[src/rtl/video_timing_gen_if.sv]
// Video timing bundle: the enable and pattern select go into the generator;
// sync, data enable, pixel data and frame marker come out.
interface video_timing_gen_if;
  logic       en;
  logic [1:0] pattern_sel;
  logic       vsync;
  logic       hsync;
  logic       de;
  logic [9:0] r_data;
  logic [9:0] g_data;
  logic [9:0] b_data;
  logic       frame_start;

  modport master (
    input  en, pattern_sel,
    output vsync, hsync, de, r_data, g_data, b_data, frame_start
  );

  modport slave (
    output en, pattern_sel,
    input  vsync, hsync, de, r_data, g_data, b_data, frame_start
  );
endinterface

[src/rtl/video_timing_gen.sv]
// Raster timing generator with test patterns: h/v counters, sync/active decode
// and a registered output stage that lags the counters by one clock.
module video_timing_gen #(
  parameter int HSW  = 2,
  parameter int HBP  = 1,
  parameter int HACT = 10,
  parameter int HFP  = 2,
  parameter int VSW  = 1,
  parameter int VBP  = 1,
  parameter int VACT = 4,
  parameter int VFP  = 1
) (
  input logic               clk,
  input logic               rst,
  video_timing_gen_if.master vid
);

  localparam int HTOT = HSW + HBP + HACT + HFP;
  localparam int VTOT = VSW + VBP + VACT + VFP;
  localparam int HCW  = (HTOT > 1) ? $clog2(HTOT) : 1;
  localparam int VCW  = (VTOT > 1) ? $clog2(VTOT) : 1;

  localparam logic [HCW-1:0] H_LAST     = HCW'(HTOT - 1);
  localparam logic [HCW-1:0] H_SYNC_END = HCW'(HSW);
  localparam logic [HCW-1:0] H_ACT_BEG  = HCW'(HSW + HBP);
  localparam logic [HCW-1:0] H_ACT_END  = HCW'(HSW + HBP + HACT);
  localparam logic [VCW-1:0] V_LAST     = VCW'(VTOT - 1);
  localparam logic [VCW-1:0] V_SYNC_END = VCW'(VSW);
  localparam logic [VCW-1:0] V_ACT_BEG  = VCW'(VSW + VBP);
  localparam logic [VCW-1:0] V_ACT_END  = VCW'(VSW + VBP + VACT);

  typedef enum logic [1:0] {
    PAT_RAMP    = 2'd0,
    PAT_CHECKER = 2'd1,
    PAT_COORD   = 2'd2,
    PAT_BLACK   = 2'd3
  } pattern_e;

  typedef struct packed {
    logic       vsync;
    logic       hsync;
    logic       de;
    logic       frame_start;
    logic [9:0] r;
    logic [9:0] g;
    logic [9:0] b;
  } pix_t;

  logic [HCW-1:0] h_cnt;
  logic [VCW-1:0] v_cnt;
  logic [9:0]     frame_cnt;
  pattern_e       pattern;
  pix_t           pix_next;
  pix_t           pix_q;
  logic [9:0]     x;
  logic [9:0]     y;
  logic           h_act;
  logic           v_act;

  // NOTE: every signal written here gets a default first, so no path leaves a
  // value unassigned and no latch is inferred.
  always_comb begin
    pix_next = '0;
    x        = 10'(h_cnt) - 10'(HSW + HBP);
    y        = 10'(v_cnt) - 10'(VSW + VBP);
    h_act    = (h_cnt >= H_ACT_BEG) && (h_cnt < H_ACT_END);
    v_act    = (v_cnt >= V_ACT_BEG) && (v_cnt < V_ACT_END);

    pix_next.hsync       = (h_cnt < H_SYNC_END);
    pix_next.vsync       = (v_cnt < V_SYNC_END);
    pix_next.de          = h_act && v_act;
    pix_next.frame_start = (h_cnt == '0) && (v_cnt == '0);

    if (pix_next.de) begin
      unique case (pattern)
        PAT_RAMP: begin
          pix_next.r = x;
          pix_next.g = x;
          pix_next.b = x;
        end
        PAT_CHECKER: begin
          pix_next.r = {10{x[0] ^ y[0]}};
          pix_next.g = {10{x[0] ^ y[0]}};
          pix_next.b = {10{x[0] ^ y[0]}};
        end
        PAT_COORD: begin
          pix_next.r = frame_cnt;
          pix_next.g = y;
          pix_next.b = x;
        end
        PAT_BLACK: begin
          pix_next.r = '0;
          pix_next.g = '0;
          pix_next.b = '0;
        end
        default: ;
      endcase
    end
  end

  // NOTE: sequential state uses non-blocking assignments so every register
  // samples the pre-edge values, which is what gives the fixed one-clock lag.
  always_ff @(posedge clk) begin
    if (rst) begin
      h_cnt     <= '0;
      v_cnt     <= '0;
      frame_cnt <= '0;
      pattern   <= PAT_RAMP;
      pix_q     <= '0;
    end else if (vid.en) begin
      pix_q <= pix_next;
      // Pattern changes only at the frame origin so a frame is never mixed.
      if (h_cnt == '0 && v_cnt == '0) begin
        pattern <= pattern_e'(vid.pattern_sel);
      end
      if (h_cnt == H_LAST) begin
        h_cnt <= '0;
        if (v_cnt == V_LAST) begin
          v_cnt     <= '0;
          frame_cnt <= frame_cnt + 10'd1;
        end else begin
          v_cnt <= v_cnt + VCW'(1);
        end
      end else begin
        h_cnt <= h_cnt + HCW'(1);
      end
    end else begin
      pix_q <= '0;
    end
  end

  assign vid.vsync       = pix_q.vsync;
  assign vid.hsync       = pix_q.hsync;
  assign vid.de          = pix_q.de;
  assign vid.frame_start = pix_q.frame_start;
  assign vid.r_data      = pix_q.r;
  assign vid.g_data      = pix_q.g;
  assign vid.b_data      = pix_q.b;

endmodule

[src/flat_wrapper.sv]
// flat-port wrapper written by rule: the top's interface ports become plain ports
module video_timing_gen_flat 
#(
  parameter int HSW  = 2,
  parameter int HBP  = 1,
  parameter int HACT = 10,
  parameter int HFP  = 2,
  parameter int VSW  = 1,
  parameter int VBP  = 1,
  parameter int VACT = 4,
  parameter int VFP  = 1
)
  (clk, rst, vid_en, vid_pattern_sel, vid_vsync, vid_hsync, vid_de, vid_r_data, vid_g_data, vid_b_data, vid_frame_start);
  video_timing_gen_if vid_i ();
  input logic clk;
  input logic rst;
  input wire logic [$bits(vid_i.en)-1:0] vid_en;
  input wire logic [$bits(vid_i.pattern_sel)-1:0] vid_pattern_sel;
  output wire logic [$bits(vid_i.vsync)-1:0] vid_vsync;
  output wire logic [$bits(vid_i.hsync)-1:0] vid_hsync;
  output wire logic [$bits(vid_i.de)-1:0] vid_de;
  output wire logic [$bits(vid_i.r_data)-1:0] vid_r_data;
  output wire logic [$bits(vid_i.g_data)-1:0] vid_g_data;
  output wire logic [$bits(vid_i.b_data)-1:0] vid_b_data;
  output wire logic [$bits(vid_i.frame_start)-1:0] vid_frame_start;
  assign vid_i.en = vid_en;
  assign vid_i.pattern_sel = vid_pattern_sel;
  assign vid_vsync = vid_i.vsync;
  assign vid_hsync = vid_i.hsync;
  assign vid_de = vid_i.de;
  assign vid_r_data = vid_i.r_data;
  assign vid_g_data = vid_i.g_data;
  assign vid_b_data = vid_i.b_data;
  assign vid_frame_start = vid_i.frame_start;
  video_timing_gen #(.HSW(HSW), .HBP(HBP), .HACT(HACT), .HFP(HFP), .VSW(VSW), .VBP(VBP), .VACT(VACT), .VFP(VFP)) u_core (.clk(clk), .rst(rst), .vid(vid_i));
endmodule
[config.mk]
export PLATFORM = sky130hd
export DESIGN_NAME = video_timing_gen_flat
export DESIGN_NICKNAME = d
export VERILOG_FILES = /design/src/rtl/video_timing_gen_if.sv /design/src/rtl/video_timing_gen.sv /design/src/flat_wrapper.sv
export SDC_FILE = /design/constraint.sdc
export NUM_CORES = 1
export LEC_CHECK = 0
export CORE_MARGIN = 2
export CORE_UTILIZATION = 40
export CTS_BUF_LIST = sky130_fd_sc_hd__clkbuf_8
export DETAILED_ROUTE_END_ITERATION = 8
export HOLD_SLACK_MARGIN = 0.05
export MAX_ROUTING_LAYER = met4
export SYNTH_ARGS = -nofsm -noshare
export SYNTH_HDL_FRONTEND = slang
export SYNTH_SLANG_ARGS = --single-unit
[constraint.sdc]
create_clock -name clk -period 2.4 [get_ports clk]
set_clock_uncertainty 0.15 [all_clocks]
set_input_delay 0.24 -clock clk [delete_from_list [all_inputs] [get_ports clk]]
set_output_delay 0.24 -clock clk [all_outputs]
set_load 0.05 [all_outputs]
---- Yosys cells after proc, flatten, opt, wreduce, memory -nomap -nowiden ----
Cells that the tools add are included.
storage, ports and cells
  bits in registers ....................... 53
  output and inout bits ................... 34
  word-level logic and storage cells ...... 45
cells by class
  add/sub/neg operators ................... 5
  magnitude comparators ................... 6
  equality and inequality tests ........... 5
  multiplexer cells ....................... 3
  bitwise operators ....................... 3
  reduce and logical (&&, ||, !) cells .... 12
operators with widths
  kind                                                                                  count
  30-bit case mux with 4 select lines                                                   1
  10-bit by 1-bit adder with 10-bit output (second input constant)                      1
  4-bit by 2-bit subtractor with 5-bit output (second input constant)                   1
  4-bit by 1-bit adder with 4-bit output (second input constant)                        1
  2-bit == test (second input constant)                                                 2
  4-bit == test (second input constant)                                                 1
  4-bit by 2-bit greater-or-equal comparator with 1-bit output (second input constant)  1
  1-bit logical AND                                                                     4
  4-bit logical NOT                                                                     1
  4-bit by 2-bit < comparator with 1-bit output (second input constant)                 1
  4-bit < comparator (second input constant)                                            1
  4-bit two-way mux                                                                     1
  2-bit AND reduction                                                                   2
  3-bit by 2-bit subtractor with 4-bit output (second input constant)                   1
  3-bit by 1-bit adder with 3-bit output (second input constant)                        1
  3-bit == test (second input constant)                                                 1
  3-bit by 2-bit greater-or-equal comparator with 1-bit output (second input constant)  1
  3-bit logical NOT                                                                     1
  3-bit by 1-bit < comparator with 1-bit output (second input constant)                 1
  3-bit < comparator (second input constant)                                            1
  3-bit two-way mux                                                                     1
  3-bit AND reduction                                                                   1
  3-bit OR reduction                                                                    1
  2-bit by 1-bit == test with 1-bit output (second input constant)                      1
  4 further kinds                                                                       5

---- Longest topological paths before layout ----
  depth in word-level cells ............... 5
  depth in mapped cells ................... 7

---- Worst setup path before layout ----
Ideal clock, no wire load.
  path kind ............................... reg-to-reg
  start ................................... register u_core.h_cnt[0]
  end ..................................... register u_core.frame_cnt[4]
  arrival ................................. 1.664 ns
  required time ........................... 2.129 ns
  path slack .............................. 0.466 ns
  stages on the path, launching flop included .. 8
  path buffers ............................ 2
  cell sequence ........................... dfxtp_1 buf_4 inv_1 ha_1 nand4_4 buf_2 nor3_1 mux2_2
between the ends
  word-level cells in the longest chain between the ends .. 2
ends and longest elaborated chain
  item                           RTL line                 text
  start, declared                video_timing_gen.sv:49   logic [HCW-1:0] h_cnt;
  start signal, assigned         video_timing_gen.sv:125  h_cnt <= h_cnt + HCW'(1);
  4-bit == test                  video_timing_gen.sv:116  if (h_cnt == H_LAST) begin
  3-bit AND reduction (no line)  n/a
  end signal, assigned           video_timing_gen.sv:120  frame_cnt <= frame_cnt + 10'd1;
  end, declared                  video_timing_gen.sv:51   logic [9:0] frame_cnt;
Every way passes these cells.
A chain may end at the register's enable or synchronous reset.

---- Worst setup path in the final report ----
  start ................................... register u_core.h_cnt[1]
  end ..................................... register u_core.frame_cnt[9]
Same word-level chain as after synthesis.

==> metrics.txt <==
clock transition at the registers of the reported paths 0.09 ns; CTS tree done; post-synthesis register bit count 43; power consumption 1.58 mW; fin nets about 280; Hold Path Class input port to register; post-route cell area between 2000 and 3000 um2; Power Internal between 1 and 1.5 mW; first-pass GRT wire length just over 7 mm; # clock sinks 43; clk buf depth 2; crit end category register; Die ar. 6280 um2; Fin. Hold Viols 0; area leader, netlist dfxtp_1; Critical Path RT 2.44 ns; Core Area 5470 um2; largest net degree at the start of global routing 27; Fmax achieved 493 MHz; RSZ-0062 raised after global routing false; Cells after DPL 330; Synth Warn # 0; Startpoint Class register; peak supply drop 0.255 mV; antenna viol nets, final 0; antenna cells 0; Max FO, Critical Path 17; final setup violation count 0; met3 WL 146 um; post-CTS setup buffer count 0; Post-Syn Area ~2300 um2; final hold slack 0.362 ns; Net Count, Synth approximately 250; half-perimeter wire length after placement 3.12 mm; Routed WL per cell 13.0 um; Place WS 0.350 ns; WL met1 2.27 mm; Finished Core Util 50.4%; Post-CTS Resized 0; area grow syn2layout 21.8%; fin crit share between 80 and 90%; crit path buf inv count 0; Placed Area 2630 um2; worst skew pair latency 0.29 ns; Mapped Cells 238; clock root cell clkbuf_8; share of layout cells above drive strength 1 16.9%; setup TNS 0 ns; Least-Margin Pin Slew between 0.5 and 0.6 ns; CTS Buf Count 5; Max Cap Viol 0; vias per cell roughly 5.1; FFs w/ async S/R, synth 0%; Worst path max stage delay about 0.48 ns; Synth top area share a little under two fifths; Top FF cell, synth dfxtp_1; 1st-pass router iterations 4; slack of the critical path roughly 0.37 ns; routed vias 1715; synth cell count leaders dfxtp_1, a21oi_1, nand2_1, a211oi_2, buf_4; combinational share of power between 10% and 20%; Leak Pwr 0.948 nW; sw power about 0.37 mW; Cell Rows 27; max_slew headroom 66.4%; initial antenna violation count 0; Crit Path Class register to register; sequential fraction of the synthesis area about two fifths; vias in the first global route roughly 1500; Finished Layout Cells 338; Die Ht 79.2 um; top cells by area, synth dfxtp_1, a211oi_2, ha_1, buf_4, a21oi_1; Critical Path AT 2.07 ns; H-Tree Level Count 2; Sw Ratio 23.5%; final WL 4.41 mm; GR Util All Layers around 15%; DR top layer met4; status completed; Distinct cells, synth 45; top-count cell post-synth dfxtp_1; Top delay family on crit path simple AND/OR/NAND/NOR gates; drt drc 0; CP Cell Sequence ha_1 > nand4_4 > nor4_1 > mux2_2; GRT overflow 0; Max Slew Vio Count 0; Starting DRT DRC Count 74; Post-synth EDFFs 0; P per Cell Area 572 nW/um2; register share of total power 46.7%; Initial Util 41.4%; Avg Cell Area, Syn around 9.5 um2; metal2 WL 1.95 mm; CP max-delay cell dfxtp_1; die width between 70 and 80 um; IO Port Bufs 38; Period minus WS final 2.03 ns; hold-fix buffers at CTS 0; RePlAce Congestion around 0.8; I/O pin count 39; Clock Power Share 41.4%
-- worst paths after layout --
| kind | from | to | slack [ns] | cells after the start |
|---|---|---|---|---|
| worst max-delay path | u_core.h_cnt[1] | u_core.frame_cnt[9] | 0.37 | 4 |
| worst min-delay path | vid_pattern_sel[1] | u_core.pattern[1] | 0.36 | 3 |
| worst max register to register | u_core.h_cnt[1] | u_core.frame_cnt[9] | 0.37 | 4 |
| worst min register to register | u_core.frame_cnt[2] | u_core.frame_cnt[2] | 0.37 | 2 |
-- cell usage in the layout (no fill, tap or decap), drive strengths merged, types with 4 or more instances in the layout --
| cell | netlist | layout |
|---|---|---|
| nand4 | 4 | 4 |
| nor2 | 11 | 11 |
| a21oi | 18 | 18 |
| nor3 | 9 | 9 |
| clkbuf | 4 | 5 |
| dfxtp | 43 | 43 |
| nor2b | 7 | 7 |
| o21ai | 9 | 9 |
| nand2 | 18 | 18 |
| nand3 | 4 | 4 |
| clkdlybuf4s50 | 0 | 38 |
| inv | 9 | 10 |
| nor4 | 6 | 6 |
| a211oi | 18 | 18 |
| mux2i | 4 | 4 |
| buf | 21 | 7 |
| nand2b | 4 | 4 |
| ha | 9 | 9 |
| mux2 | 6 | 6 |
-- sequential cells by signal (all words and copies together) (netlist names) --
signal / flops
u_core.vid.vsync: 1
u_core.pattern: 2
u_core.vid.r_data: 10
u_core.vid.hsync: 1
u_core.h_cnt: 4
u_core.vid.g_data: 5
u_core.v_cnt: 3
u_core.vid.frame_start: 1
u_core.vid.de: 1
u_core.vid.b_data: 5
u_core.frame_cnt: 10
-- cell type report --
class | instances | area, um2
clock buffer | 5 | 68.8
clock inverter | 3 | 63.8
fill | 506 | 2710
inverter | 9 | 33.8
multi-input combinational | 161 | 1200
sequential | 43 | 861
tap | 72 | 90.1
timing repair buffer | 45 | 445
-- logic make-up (layout without fill, tap and decap cells) --
| kind of cell | Yosys count | after routing | synth area share [%] |
|---|---|---|---|
| fa+ha+maj | 9 | 9 | 4.97 |
| mux | 10 | 10 | 4.75 |
| compound gates | 55 | 55 | 19.6 |
| buf+inv | 34 | 62 | 9.17 |
| xor+xnor | 3 | 3 | 1.49 |
| simple gates | 84 | 84 | 22.0 |
| flops | 43 | 43 | 38.0 |
-- worst register-to-register path, cell delays in order, from the launching register on --
cell     delay (ns)
dfxtp_1        0.48
ha_1           0.31
nand4_4        0.25
nor4_1         0.38
mux2_2         0.36
-- power groups by stage --
stage	clock, mW	combinational [mW]	sequential, mW
after floorplan	0	0.136	0.758
after global placement	0	0.187	0.754
after detailed placement	0	0.185	0.754
after CTS	0.674	0.187	0.737
after global routing	0.701	0.206	0.740
final	0.654	0.187	0.738
-- routing by layer --
layer | GRT usage (%) | vias to the layer above
li1 | - | 902
met1 | 20.1 | 769
met2 | 22.9 | 40
met3 | 2.50 | 4
met4 | 5.69 | 0
met5 | - | -
Power figures use the tool's default switching activity.
